===== config.mk =====
export PLATFORM = sky130hd
export DESIGN_NAME = pacman_move_arbiter
export DESIGN_NICKNAME = d
export VERILOG_FILES = /design/src/rtl/pacman_pkg.sv /design/src/rtl/move_tick_gen.sv /design/src/rtl/pacman_move_arbiter.sv
export SDC_FILE = /design/constraint.sdc
export NUM_CORES = 1
export LEC_CHECK = 0
export ABC_AREA = 1
export BUFFER_PORTS_ARGS = -buffer_cell sky130_fd_sc_hd__buf_4
export CAP_MARGIN = 10
export CORE_MARGIN = 4
export CORE_UTILIZATION = 40
export DETAILED_ROUTE_END_ITERATION = 10
export PLACE_DENSITY = 0.66
export SLEW_MARGIN = 15
export SYNTH_ARGS = -nofsm -noshare
export SYNTH_HDL_FRONTEND = slang
export SYNTH_SLANG_ARGS = --single-unit

===== constraint.sdc =====
create_clock -name CLOCK_50 -period 3.5 [get_ports CLOCK_50]
set_input_delay 0.7 -clock CLOCK_50 [delete_from_list [all_inputs] [get_ports CLOCK_50]]
set_output_delay 0.7 -clock CLOCK_50 [all_outputs]
set_load 0.1 [all_outputs]

===== src/rtl/pacman_pkg.sv =====
// pacman_pkg: shared tile/direction encodings and map geometry for the Pac-Man datapath
package pacman_pkg;
    localparam int MAP_COLS = 40;
    localparam int MAP_ROWS = 30;
    typedef enum logic [3:0] {EMPTY = 4'h0, WALL = 4'h1, PELLET = 4'h2, PACMAN = 4'h3} tile_t;
    typedef enum logic [2:0] {NONE, UP, DOWN, LEFT, RIGHT} dir_t;
endpackage


===== src/rtl/move_tick_gen.sv =====
// move_tick_gen: free-running divider, one-cycle tick every DIV clocks
module move_tick_gen #(
    parameter int DIV = 2_500_000
) (
    input  logic CLOCK_50,
    input  logic reset_n,
    output logic tick
);
    localparam int W = DIV > 1 ? $clog2(DIV) : 1;
    logic [W-1:0] cnt;
    assign tick = cnt == W'(DIV - 1);
    always_ff @(posedge CLOCK_50 or negedge reset_n)
        if (!reset_n) cnt <= '0;
        else          cnt <= tick ? '0 : cnt + W'(1);
endmodule


===== src/rtl/pacman_move_arbiter.sv =====
// pacman_move_arbiter: turns key requests into legal one-tile moves; PACMAN_TUNNEL_WRAP_EN wraps horizontal edges
module pacman_move_arbiter
    import pacman_pkg::*;
#(
    parameter int MOVE_DIV = 2_500_000,
    parameter int START_X  = 19,
    parameter int START_Y  = 23,
    parameter int COLS     = MAP_COLS,
    parameter int ROWS     = MAP_ROWS
) (
    input  logic         CLOCK_50,
    input  logic         reset_n,
    input  logic         up,
    input  logic         down,
    input  logic         left,
    input  logic         right,
    output logic [4:0]   rd_addr,
    input  logic [159:0] rd_data,
    output logic         move_valid,
    input  logic         done,
    output logic [5:0]   curr_pacman_x,
    output logic [4:0]   curr_pacman_y,
    output logic [5:0]   next_pacman_x,
    output logic [4:0]   next_pacman_y,
    output logic         pellet_eaten,
    output logic [13:0]  score
);
    typedef enum logic [2:0] {S_IDLE, S_CAND, S_WAIT, S_CHECK, S_REQ} state_t;
    localparam logic signed [6:0] C7 = 7'(COLS);
    localparam logic signed [6:0] R7 = 7'(ROWS);

    state_t state, state_n;
    dir_t heading, dir, key_dir;
    logic tick, go, blocked, retry, eat, tgt_ok, tgt_in;
    logic signed [6:0] dx, dy, tx_raw, tx, ty;
    logic [5:0] tgt_x;
    logic [4:0] tgt_y;
    logic [159:0] row_sh;
    tile_t tile;

    move_tick_gen #(.DIV(MOVE_DIV)) u_tick (
        .CLOCK_50(CLOCK_50),
        .reset_n (reset_n),
        .tick    (tick)
    );

    assign key_dir = up ? UP : down ? DOWN : left ? LEFT : right ? RIGHT : NONE;
    assign go      = tick && (key_dir != NONE || heading != NONE);

    assign dx     = dir == LEFT ? -7'sd1 : dir == RIGHT ? 7'sd1 : 7'sd0;
    assign dy     = dir == UP ? -7'sd1 : dir == DOWN ? 7'sd1 : 7'sd0;
    assign tx_raw = $signed({1'b0, curr_pacman_x}) + dx;
    assign ty     = $signed({2'b00, curr_pacman_y}) + dy;
`ifdef PACMAN_TUNNEL_WRAP_EN
    assign tx = tx_raw < 7'sd0 ? C7 - 7'sd1 : tx_raw >= C7 ? 7'sd0 : tx_raw;
`else
    assign tx = tx_raw;
`endif
    assign tgt_in = tx >= 7'sd0 && tx < C7 && ty >= 7'sd0 && ty < R7;

    // Tile x lives at bits [159-4x -: 4]; shifting left by 4x brings it to the top nibble.
    assign row_sh  = rd_data << {tgt_x, 2'b00};
    assign tile    = tile_t'(row_sh[159:156]);
    assign blocked = !tgt_ok || tile == WALL;
    assign retry   = dir != heading && heading != NONE;

    assign move_valid = state == S_REQ;

    always_ff @(posedge CLOCK_50 or negedge reset_n)
        if (!reset_n) state <= S_IDLE;
        else          state <= state_n;

    always_comb begin
        state_n = state;
        case (state)
            S_IDLE:  state_n = go ? S_CAND : S_IDLE;
            S_CAND:  state_n = S_WAIT;
            S_WAIT:  state_n = S_CHECK;
            S_CHECK: state_n = !blocked ? S_REQ : retry ? S_CAND : S_IDLE;
            S_REQ:   state_n = done ? S_IDLE : S_REQ;
            default: state_n = S_IDLE;
        endcase
    end

    always_ff @(posedge CLOCK_50 or negedge reset_n)
        if (!reset_n) begin
            curr_pacman_x <= 6'(START_X);
            curr_pacman_y <= 5'(START_Y);
            next_pacman_x <= 6'(START_X);
            next_pacman_y <= 5'(START_Y);
            heading       <= NONE;
            dir           <= NONE;
            tgt_x         <= '0;
            tgt_y         <= '0;
            tgt_ok        <= 1'b0;
            rd_addr       <= '0;
            eat           <= 1'b0;
            pellet_eaten  <= 1'b0;
            score         <= '0;
        end else begin
            pellet_eaten <= 1'b0;
            case (state)
                S_IDLE: if (go) dir <= key_dir != NONE ? key_dir : heading;
                S_CAND: begin
                    tgt_x   <= tx[5:0];
                    tgt_y   <= ty[4:0];
                    tgt_ok  <= tgt_in;
                    rd_addr <= tgt_in ? ty[4:0] : curr_pacman_y;
                end
                S_CHECK:
                    if (!blocked) begin
                        next_pacman_x <= tgt_x;
                        next_pacman_y <= tgt_y;
                        heading       <= dir;
                        eat           <= tile == PELLET;
                    end else if (retry) dir <= heading;
                    else heading <= NONE;
                S_REQ:
                    if (done) begin
                        curr_pacman_x <= next_pacman_x;
                        curr_pacman_y <= next_pacman_y;
                        if (eat) begin
                            pellet_eaten <= 1'b1;
                            score        <= &score ? score : score + 14'd1;
                        end
                    end
                default: ;
            endcase
        end
endmodule

### Word level (Yosys, flattened, before mapping)

Index checks and enable logic that the tools add are counted.

| storage, ports and cells | value |
|---|---|
| flip-flop bits (word level) | 86 |
| latch bits | 0 |
| RAM bits | 0 |
| ROM bits | 0 |
| input port bits | 167 |
| output and inout bits | 43 |
| word-level logic and storage cells | 85 |
| memories | 0 |

| cells by class | value |
|---|---|
| add/sub/neg operators | 4 |
| multipliers | 0 |
| div/mod/pow operators | 0 |
| magnitude comparators | 4 |
| eq/ne operators | 16 |
| shift operators | 1 |
| multiplexer cells | 25 |
| bitwise gates (word level) | 2 |
| reduce and logical (&&, ||, !) cells | 18 |

Operators by type and width:

| cell | count |
|---|---|
| << shifter 160 x 8 -> 160 bit | 1 |
| 2-to-1 mux 3 bit | 12 |
| adder 22 x 1 -> 22 bit, second input constant | 1 |
| == test 22 bit, second input constant | 1 |
| 2-to-1 mux 22 bit | 1 |
| one-hot mux 3 bit (5 select lines) | 1 |
| adder 14 x 1 -> 14 bit, second input constant | 1 |
| greater-or-equal comparator 7 x 1 -> 1 bit, second input constant | 2 |
| 2-to-1 mux 7 bit | 2 |
| AND reduction 14 bit | 1 |
| == test 3 x 2 -> 1 bit, second input constant | 4 |
| inequality test 2 bit, second input constant | 4 |
| AND reduction 4 bit | 2 |
| adder 6 x 7 -> 7 bit | 1 |
| adder 7 bit | 1 |
| less-than comparator 7 x 6 -> 1 bit, second input constant | 1 |
| less-than comparator 7 bit, second input constant | 1 |
| 2-to-1 mux 1 bit | 7 |
| == test 3 x 1 -> 1 bit, second input constant | 2 |
| == test 3 bit, second input constant | 2 |
| one-hot mux 3 bit (2 select lines) | 1 |
| AND reduction 2 bit | 3 |
| nonzero test 3 bit | 2 |
| logical AND 1 bit | 5 |
| 9 further kinds | 11 |

### Logic depth before layout (Yosys ltp)

Gate-level depths: netlist of the first run.

| depth | value |
|---|---|
| depth in word-level cells | 9 |
| gate-level depth with buffers | 19 |

### Cells and area by module

A second synthesis of the first run with hierarchy kept.

| unflattened totals | value |
|---|---|
| cells, all modules | 910 |
| area, all modules | 6,145.9 µm² |

By module, submodules not included:

| module | instances | cells an instance | area each (µm²) | seq. area each (µm²) |
|---|---|---|---|---|
| pacman_move_arbiter | 1 | 733 | 4,817.1 | 1,619.1 |
| move_tick_gen | 1 | 177 | 1,328.8 | 550.5 |

### Worst setup path before layout of the first run

No wires, ideal clock.

| timing path | value |
|---|---|
| path kind | register to register |
| from | reg dir[1] |
| to | reg rd_addr[4] |
| library setup time | 68 ps |
| arrival time | 2,742 ps |
| path slack | 690 ps |
| cell stages (with the launch flop) | 17 |
| buffers on the path | 0 |
| clock period less this slack | 2,810 ps |
| cells stage by stage | dfrtp_1 -> inv_1 -> nor3_1 -> or2_2 -> ha_1 -> fa_1 -> nand3_1 -> nand2_1 -> xnor2_1 -> nand2_1 -> nand2_1 -> nand2_1 -> nor2_1 -> nand3_2 -> nand2_1 -> nand3_1 -> nand2_1 |

| on the way | value |
|---|---|
| cells in the longest elaborated chain, start to end | 9 |
| elaborated cells on any way between the ends | 18 |

Ends and longest elaborated chain:

| element | line | RTL |
|---|---|---|
| start: declaration | pacman_move_arbiter.sv:33 | `dir_t heading, dir, key_dir;` |
| start signal: assignment | pacman_move_arbiter.sv:103 | `S_IDLE: if (go) dir <= key_dir != NONE ? key_dir : heading;` |
| start signal: assignment | pacman_move_arbiter.sv:116 | `end else if (retry) dir <= heading;` |
| == test 3 bit | pacman_move_arbiter.sv:50 | `assign dx = dir == LEFT ? -7'sd1 : dir == RIGHT ? 7'sd1 : 7'sd0;` |
| 2-to-1 mux 1 bit | pacman_move_arbiter.sv:50 |  |
| 2-to-1 mux 7 bit | pacman_move_arbiter.sv:50 |  |
| adder 7 bit | pacman_move_arbiter.sv:52 | `assign tx_raw = $signed({1'b0, curr_pacman_x}) + dx;` |
| greater-or-equal comparator 7 x 1 -> 1 bit / less-than comparator 7 bit (equally long branches) | pacman_move_arbiter.sv:59 | `assign tgt_in = tx >= 7'sd0 && tx < C7 && ty >= 7'sd0 && ty < R7;` |
| logical AND 1 bit (3 in a row) | pacman_move_arbiter.sv:59 |  |
| 2-to-1 mux 5 bit * | pacman_move_arbiter.sv:108 | `rd_addr <= tgt_in ? ty[4:0] : curr_pacman_y;` |
| end signal: assignment | pacman_move_arbiter.sv:108 |  |
| end: declaration | pacman_move_arbiter.sv:17 | `output logic [4:0] rd_addr,` |

Mark *: on every way between the ends. The rest lies on a longest branch, timed or not.
A chain may end at the register's enable or synchronous reset.

### Worst setup path in the final report of the first run

| timing path | value |
|---|---|
| from | reg dir[0] |
| to | reg rd_addr[3] |

The elaborated chain is that of the path after synthesis.

==> results of run 1 <==
[placed cells by master, fill, tap and decap left out, drive strengths merged, types with 7 or more instances in the layout]
master	count
buf	216
nor3	14
o21ai	82
a21oi	14
dfrtp	72
nor4	7
xnor2	8
clkbuf	14
nand2	266
inv	128
nand3	86
nand4	22
dfstp	14
ha	10
nor2	106
xor2	13
[metal layers]
metal,part of all wire [%],up-vias,routed length (µm)
met2,49,155,9170
met4,2.0,0,384
li1,-,3276,-
met1,44,2959,8300
met5,0,-,0
met3,4.7,28,874
[registers in the layout, indices dropped and copies added (netlist names)]
register and flops:
eat 1, tgt_ok 1, curr_pacman_y 5, dir 3, curr_pacman_x 6, next_pacman_y 5, pellet_eaten 1, rd_addr 5
tgt_y 5, state 3, next_pacman_x 6, tgt_x 6, heading 3, score 14, u_tick.cnt 22
[worst max path at each step]
stage	start	to	slack, ns	cells past startpoint
2_1_floorplan	dir[1]$_DFFE_PN0P_	rd_addr[4]$_DFFE_PN0P_	0.69	16
4_1_cts	dir[0]$_DFFE_PN0P_	rd_addr[1]$_DFFE_PN0P_	0.58	16
3_5_place_dp	dir[2]$_DFFE_PN0P_	tgt_ok$_DFFE_PN0P_	0.59	14
6_report	dir[0]$_DFFE_PN0P_	rd_addr[3]$_DFFE_PN0P_	0.58	16
3_3_place_gp	dir[2]$_DFFE_PN0P_	rd_addr[2]$_DFFE_PN0P_	0.68	16
5_1_grt	dir[0]$_DFFE_PN0P_	rd_addr[3]$_DFFE_PN0P_	0.23	16
[through the flow]
stage | cell area (µm²) | setup slack, ns
6_report | 7930 | 0.580
3_3_place_gp | 7680 | 0.679
2_1_floorplan | 6000 | 0.690
4_1_cts | 7930 | 0.577
3_5_place_dp | 7680 | 0.592
5_1_grt | 7930 | 0.229
[worst max-delay path: stages (launching register included)]
cell	delay [ns]
dfrtp_1	0.44
inv_1	0.13
nor3_1	0.08
or2_2	0.28
ha_1	0.23
fa_1	0.45
nand3_1	0.11
nand2_1	0.07
xnor2_1	0.19
nand2_1	0.07
nand2_1	0.06
nand2_1	0.05
nor2_1	0.29
nand3_2	0.18
nand2_1	0.09
nand3_1	0.06
nand2_1	0.06
[synth_stat cells, drive strengths merged]
library cell and n:
or2 3, mux2 6, nor4 7, nand4 22, o211ai 5, xor2 13, nand2 266, a21oi 14
dfstp 14, inv 128, a21boi 1, xnor2 8, fa 1, nand3 86, dfrtp 72, o22ai 3
a211oi 1, nand3b 1, o32ai 1, clkbuf 9, o21a 1, a31oi 4, ha 10, nor2 106
a221oi 1, o21ai 82, buf 24, nor3 14
[kinds of logic after synthesis]
family | count (synthesis) | share of synthesized area [%]
xor gates and xnor gates | 21 | 3.06
adders and majority gates | 11 | 2.42
AOI/OAI and AO/OA | 113 | 10.3
buffers and inverters | 161 | 11.2
muxes | 6 | 1.13
and+or+nand+nor | 505 | 35.7
DFF | 86 | 36.1
[power by group through the flow]
stage | Sequential, W | Combinational, W | Clock (W)
after floorplan | 0.00109 | 0.000159 | 0
after global placement | 0.00104 | 0.000421 | 0
after detailed placement | 0.00104 | 0.000423 | 0
after CTS | 0.00102 | 0.000424 | 0.000872
after global routing | 0.00102 | 0.000468 | 0.000898
final | 0.00102 | 0.000423 | 0.000841
[area by class of cell]
cell class / instances / area, µm²
multi-input combinational: 656 / 3160
fill: 1466 / 6710
clock inverter: 2 / 10.0
clock buffer: 14 / 244
inverter: 128 / 483
tap: 184 / 230
timing repair buffer: 216 / 1630
sequential: 86 / 2170
==> impl_results.md, run 1 <==
* Remaining DRCs at 0
* Sw Share at 26.2%
* CP Class: reg2reg
* Routed len/inst at 14.6 µm
* Die X at about 130 µm
* CP Launch Type: register
* Max Fclk at 342 MHz
* Max clock buf depth at 2
* Final nets at 1,275
* Post-Syn Area at ~6000 µm²
* Worst R2R Path Depth at 16
* Total power draw at 0.00229 W
* Setup-failing EPs final at 0
* Unrepaired setup endpoints after global routing: no
* Row cnt at between 40 and 50
* Worst Hold Class: in2async
* Seq/Total Area, Yosys at 36.1%
* Global Route Usage Sum at 21.9%
* Vias at 6,418
* Vias in the first global route at a little under 6,000
* Layout Skew at 0.00696 ns
* Worst skew pair latency at 0.34 ns
* Layer with the highest usage: met2
* Clk sinks at 86
* Max cap viols at 0
* Final WL at approximately 19 mm
* Synth cell types at 39
* Post_cts resized at 0
* Pleak at 4.32 nW
* # diodes at 0
* Cts hold-fix bufs at 0
* Reg2reg end: rd_addr[3]$_DFFE_PN0P_
* Final worst path period share at 83.4%
* Share of layout cells above drive strength 1 at between 20% and 30%
* Crit Reg-Reg Startpoint: dir[0]$_DFFE_PN0P_
* Synth top area share at 30.0%
* Setup Total Neg Slack at 0 ns
* Max VDD drop at 205 µV
* Max-slew violations at 0
* Top post-synthesis cells by area: dfrtp_1, nand2_1, inv_1
* Core area at 14,600 µm²
* Number of port buffers at 209
* Yosys reg bits at 86
* GPL Wtd Cong at 0.913
* Yosys warnings at 0
* Vias per cell at 4.99
* Post-route insts no fill at 1,286
* Clock-pin slew on the worst setup and hold paths at 0.06 ns
* Detail Route Antenna Nets at 0
* Critical Path RT at 3.77 ns
* CTS Buf Count at 9
* Crit. End Element: register
* Critical path fanouts, max at 6
* Hold_ws at a little under 0.4 ns
* Comb power frac at 18.5%
* Syn Inst Count at 903
* Synthesized netlist net count at 1,081
* DR pass1 iterations at 8
* GRT met1 Usage at 29.0%
* GR Util met3 at 3.70%
* Int Pwr at 0.00169 W
* R2R setup slack at 0.58 ns
* Largest net degree at the start of global routing at 72
* Crit path DAT at 3.19 ns
* PwrDens at 288 nW/µm²
* Clock power frac at a little under two fifths
* First-pass GRT wire length at 29.7 mm
* # IOs at between 200 and 250
* Initial core utilization at between 40% and 50%
* Status: completed
* Synth-to-Final Area Change at 32.2%
* Sw Pwr at 0.000600 W
* Root Buffer: clkbuf_16
* Worst-Margin Slew at 0.693 ns
* DRT iter0 DRCs at 426
* Post-DP HPWL at 14.6 mm
* Initial antenna violation count at 0
* H-tree levels at 3
* Final Util at 54.2%
* Fin crit period at slightly below 3 ns
* Placed Cells incl. Taps at around 1,300
* Average size of a mapped cell at 6.65 µm²
* Setup repair bufs after CTS at 0
* Slew headroom at 53.8%
* Die Y at 131 µm
* Grt met2 use at roughly 37%
* Largest area contributor in the netlist: dfrtp_1
* Grt total ovfl at 0
* Seq pwr share at 44.7%
* Endpoints failing hold at 0
* CTS tree: done
* Die area at 17,000 µm²
No activity file was read; power rests on OpenSTA's default activity.
==> run 2: changes to the inputs <==
--- a/config.mk
+++ b/config.mk
@@ -5,13 +5,13 @@
 export SDC_FILE = /design/constraint.sdc
 export NUM_CORES = 1
 export LEC_CHECK = 0
-export ABC_AREA = 1
+export ABC_AREA = 0
 export BUFFER_PORTS_ARGS = -buffer_cell sky130_fd_sc_hd__buf_4
 export CAP_MARGIN = 10
 export CORE_MARGIN = 4
 export CORE_UTILIZATION = 40
 export DETAILED_ROUTE_END_ITERATION = 10
-export PLACE_DENSITY = 0.66
+export PLACE_DENSITY = 0.7
 export SLEW_MARGIN = 15
 export SYNTH_ARGS = -nofsm -noshare
 export SYNTH_HDL_FRONTEND = slang
==> constraint.sdc (replaced) <==
create_clock -name CLOCK_50 -period 2.59 [get_ports CLOCK_50]
set_input_delay 0.518 -clock CLOCK_50 [delete_from_list [all_inputs] [get_ports CLOCK_50]]
set_output_delay 0.518 -clock CLOCK_50 [all_outputs]
set_load 0.1 [all_outputs]
==> run 2 against run 1 <==
  * The flow now finishes with violations (negative setup slack)
  * Die area down 6.2%
  * Sequential power rose by 86%
  * Hold slack worse by 0.29 ns
  * Wire length increased by 2.5%
  * Non-clock buffer count increased by 82
  * Via count shrank 11%
==> impl_results.md, run 2 <==
* Int Pwr at 0.00385 W
* Met3 wire len at 943 µm
* Largest reg by FF count: u_tick.cnt
* Root Buffer: clkbuf_16
* Sw Share at 42.6%
* Fin area at 8720 µm²
* Max VDD drop at around 950 µV
* H-tree levels at 3
* CP Launch Type: register
* PnR worst setup slack at -0.200 ns
* Commonest non-fill, non-tap cell in the layout: buf_4
* Worst Hold Class: in2async
* Average size of a mapped cell at between 9 and 10 µm²
* Comb power frac at approximately 53%
* Post-DP HPWL at 14.4 mm
* Largest net degree at the start of global routing at 38
* Synth-to-Final Area Change at 55.5%
* Worst R2R Path Depth at 12
* Slew headroom at around 52%
* Share of layout cells above drive strength 1 at 51.5%
* Reg2reg end: rd_addr[0]$_DFFE_PN0P_
* Max layer used: met4
* Clock power frac at between 10% and 20%
* Max clock buf depth at 2
* Endpoints failing hold at 0
* Fin crit period at around 2.8 ns
* Most frequent cells in the layout: buf_4, nand2_1, dfrtp_1, nor2_1, xnor2_1
* Crit path DAT at 3.00 ns
* Initial antenna violation count at 0
* Routed len/inst at between 15 and 20 µm
* Final worst path period share at 108%
* Post-Place Cell Area at 7810 µm²
* Syn Inst Count at 572
* Critical Path RT at 2.80 ns
* Unrepaired setup endpoints after global routing: yes
* Clk sinks at 86
* Layout Skew at between 0.008 and 0.009 ns
* Biggest regs: u_tick.cnt: 22 flops, score: 14 flops
* Failing checks: negative setup slack
* CTS Buf Count at 9
* Crit. End Element: register
* Worst-Margin Slew at 0.715 ns
* CP Class: reg2reg
* Die area at 16,000 µm²
* Critical path fanouts, max at 6
* Number of port buffers at 209
* Number of synthesized flops with an enable pin at 0
* Synthesized netlist net count at 750
* Sw Pwr at 0.00286 W
* Setup Total Neg Slack at -3.16 ns
* First-pass GRT wire length at 29.8 mm
* Setup-failing EPs final at 25
* Commonest cells in the netlist: dfrtp_1, nand2_1, nor2_1, xnor2_1, mux2i_1
* Post-synth top flop: dfrtp_1
* WL met1 at 8.08 mm
* Vias at 5,691
* Die Y at 126 µm
* Met2 WL post-DR at 9.62 mm
* GPL Wtd Cong at 1.01
* Remaining DRCs at 0
* Top post-synthesis cells by area: dfrtp_1, dfstp_2, nand2_1
* PwrDens at about 770 nW/µm²
* Largest area contributor in the netlist: dfrtp_1
* Detail Route Antenna Nets at 0
* Pleak at 4.09 nW
* Synth top area share at 32.1%
* Yosys reg bits at 86
* Post-Syn Area at 5610 µm²
* Initial core utilization at 40.6%
* Max-slew violations at 0
* DRT iter0 DRCs at a little over 300
* Die X at about 130 µm
* Asr flop ratio synth at 100%
* Core area at 13,800 µm²
* Synth cell types at between 70 and 80
* Clock-pin slew on the worst setup and hold paths at around 0.070 ns
* Global Route Usage Sum at 23.0%
* Max cap viols at 0
* Status: finished, violations left
* Row cnt at 43
* Seq/Total Area, Yosys at 38.7%
* Max Fclk at 358 MHz
* Max FFs per register at 22
* DR pass1 iterations at 5
* Final nets at 1,034
* Final WL at roughly 19 mm
* CTS tree: done
* Worst skew pair latency at approximately 0.35 ns
* # IOs at 210
* Cts hold-fix bufs at 0
* Grt total ovfl at 0
* R2R setup slack at -0.20 ns
* Vias per cell at approximately 5.5
* Crit Reg-Reg Startpoint: dir[2]$_DFFE_PN0P_
* Vias in the first global route at 5,708
* Yosys warnings at 0
* Seq pwr share at 28.2%
* # diodes at 0
run 2: timing repair:
item / CTS / global route
setup buffers: 11 / 16
pin swaps: 16 / 18
resized for setup: 56 / 41
gates cloned: 2 / 0
setup endpoints to repair: 26 / 26
run 2: cell type report:
| class | instances | area (µm²) |
|---|---|---|
| sequential | 86 | 2200 |
| clock buffer | 11 | 254 |
| multi-input combinational | 443 | 3590 |
| tap | 180 | 225 |
| timing repair buffer | 298 | 2350 |
| inverter | 18 | 67.6 |
| clock inverter | 5 | 41.3 |
| fill | 1106 | 5110 |
run 2: power by group through the flow:
stage          sequential [W]  combinational (W)  clock, W
2_1_floorplan         0.00260            0.00148         0
3_3_place_gp          0.00188            0.00301         0
3_5_place_dp          0.00190            0.00305         0
4_1_cts               0.00187            0.00339   0.00129
5_1_grt               0.00193            0.00374   0.00135
6_report              0.00190            0.00355   0.00127
run 2: critical path, stage by stage (launching register included):
cell and delay, ns:
dfrtp_1 0.42, nand3b_1 0.26, inv_2 0.21, ha_4 0.23, a21o_1 0.18, a21oi_2 0.22
nor4_2 0.08, o32ai_2 0.27, nand4_1 0.14, buf_6 0.15, nor2_4 0.20, mux2i_1 0.21
o21ai_1 0.08
run 2: per-stage QoR:
step / utilization, % / hold WS (ns) / setup slack [ns] / instances / total power (W)
2_1_floorplan: - / 0.222 / -0.147 / 572 / 0.00408
3_3_place_gp: 56.5 / 0.456 / -0.369 / 997 / 0.00489
3_5_place_dp: 56.5 / 0.467 / -0.428 / 997 / 0.00495
4_1_cts: 61.0 / 0.110 / -0.186 / 1026 / 0.00655
5_1_grt: 63.1 / 0.125 / -0.308 / 1041 / 0.00702
6_report: 63.1 / 0.106 / -0.200 / 1041 / 0.00671
run 2: routing by layer:
layer,vias to the layer above,GRT usage [%]
li1,2648,-
met1,2800,29.7
met2,201,39.5
met3,42,2.99
met4,0,8.58
met5,-,0
run 2: worst max path at each step:
stage / slack, ns / from / to / cells after the start
2_1_floorplan: -0.15 / state[1]$_DFF_PN0_ / score[13]$_DFFE_PN0P_ / 9
3_3_place_gp: -0.37 / rd_data[110] / eat$_DFFE_PN0P_ / 9
3_5_place_dp: -0.43 / rd_data[110] / eat$_DFFE_PN0P_ / 9
4_1_cts: -0.19 / tgt_x[1]$_DFFE_PN0P_ / next_pacman_x[3]$_DFFE_PN0P_ / 9
5_1_grt: -0.31 / dir[2]$_DFFE_PN0P_ / rd_addr[0]$_DFFE_PN0P_ / 12
6_report: -0.20 / dir[2]$_DFFE_PN0P_ / rd_addr[0]$_DFFE_PN0P_ / 12
run 2: cell families after synthesis:
| kind of cell | Yosys count | share of synthesized area [%] |
|---|---|---|
| simple gates | 229 | 19.4 |
| compound gates | 94 | 12.2 |
| flops | 86 | 38.7 |
| mux | 66 | 16.4 |
| xor+xnor | 43 | 6.71 |
| buf+inv | 43 | 4.08 |
| fa+ha+maj | 11 | 2.59 |
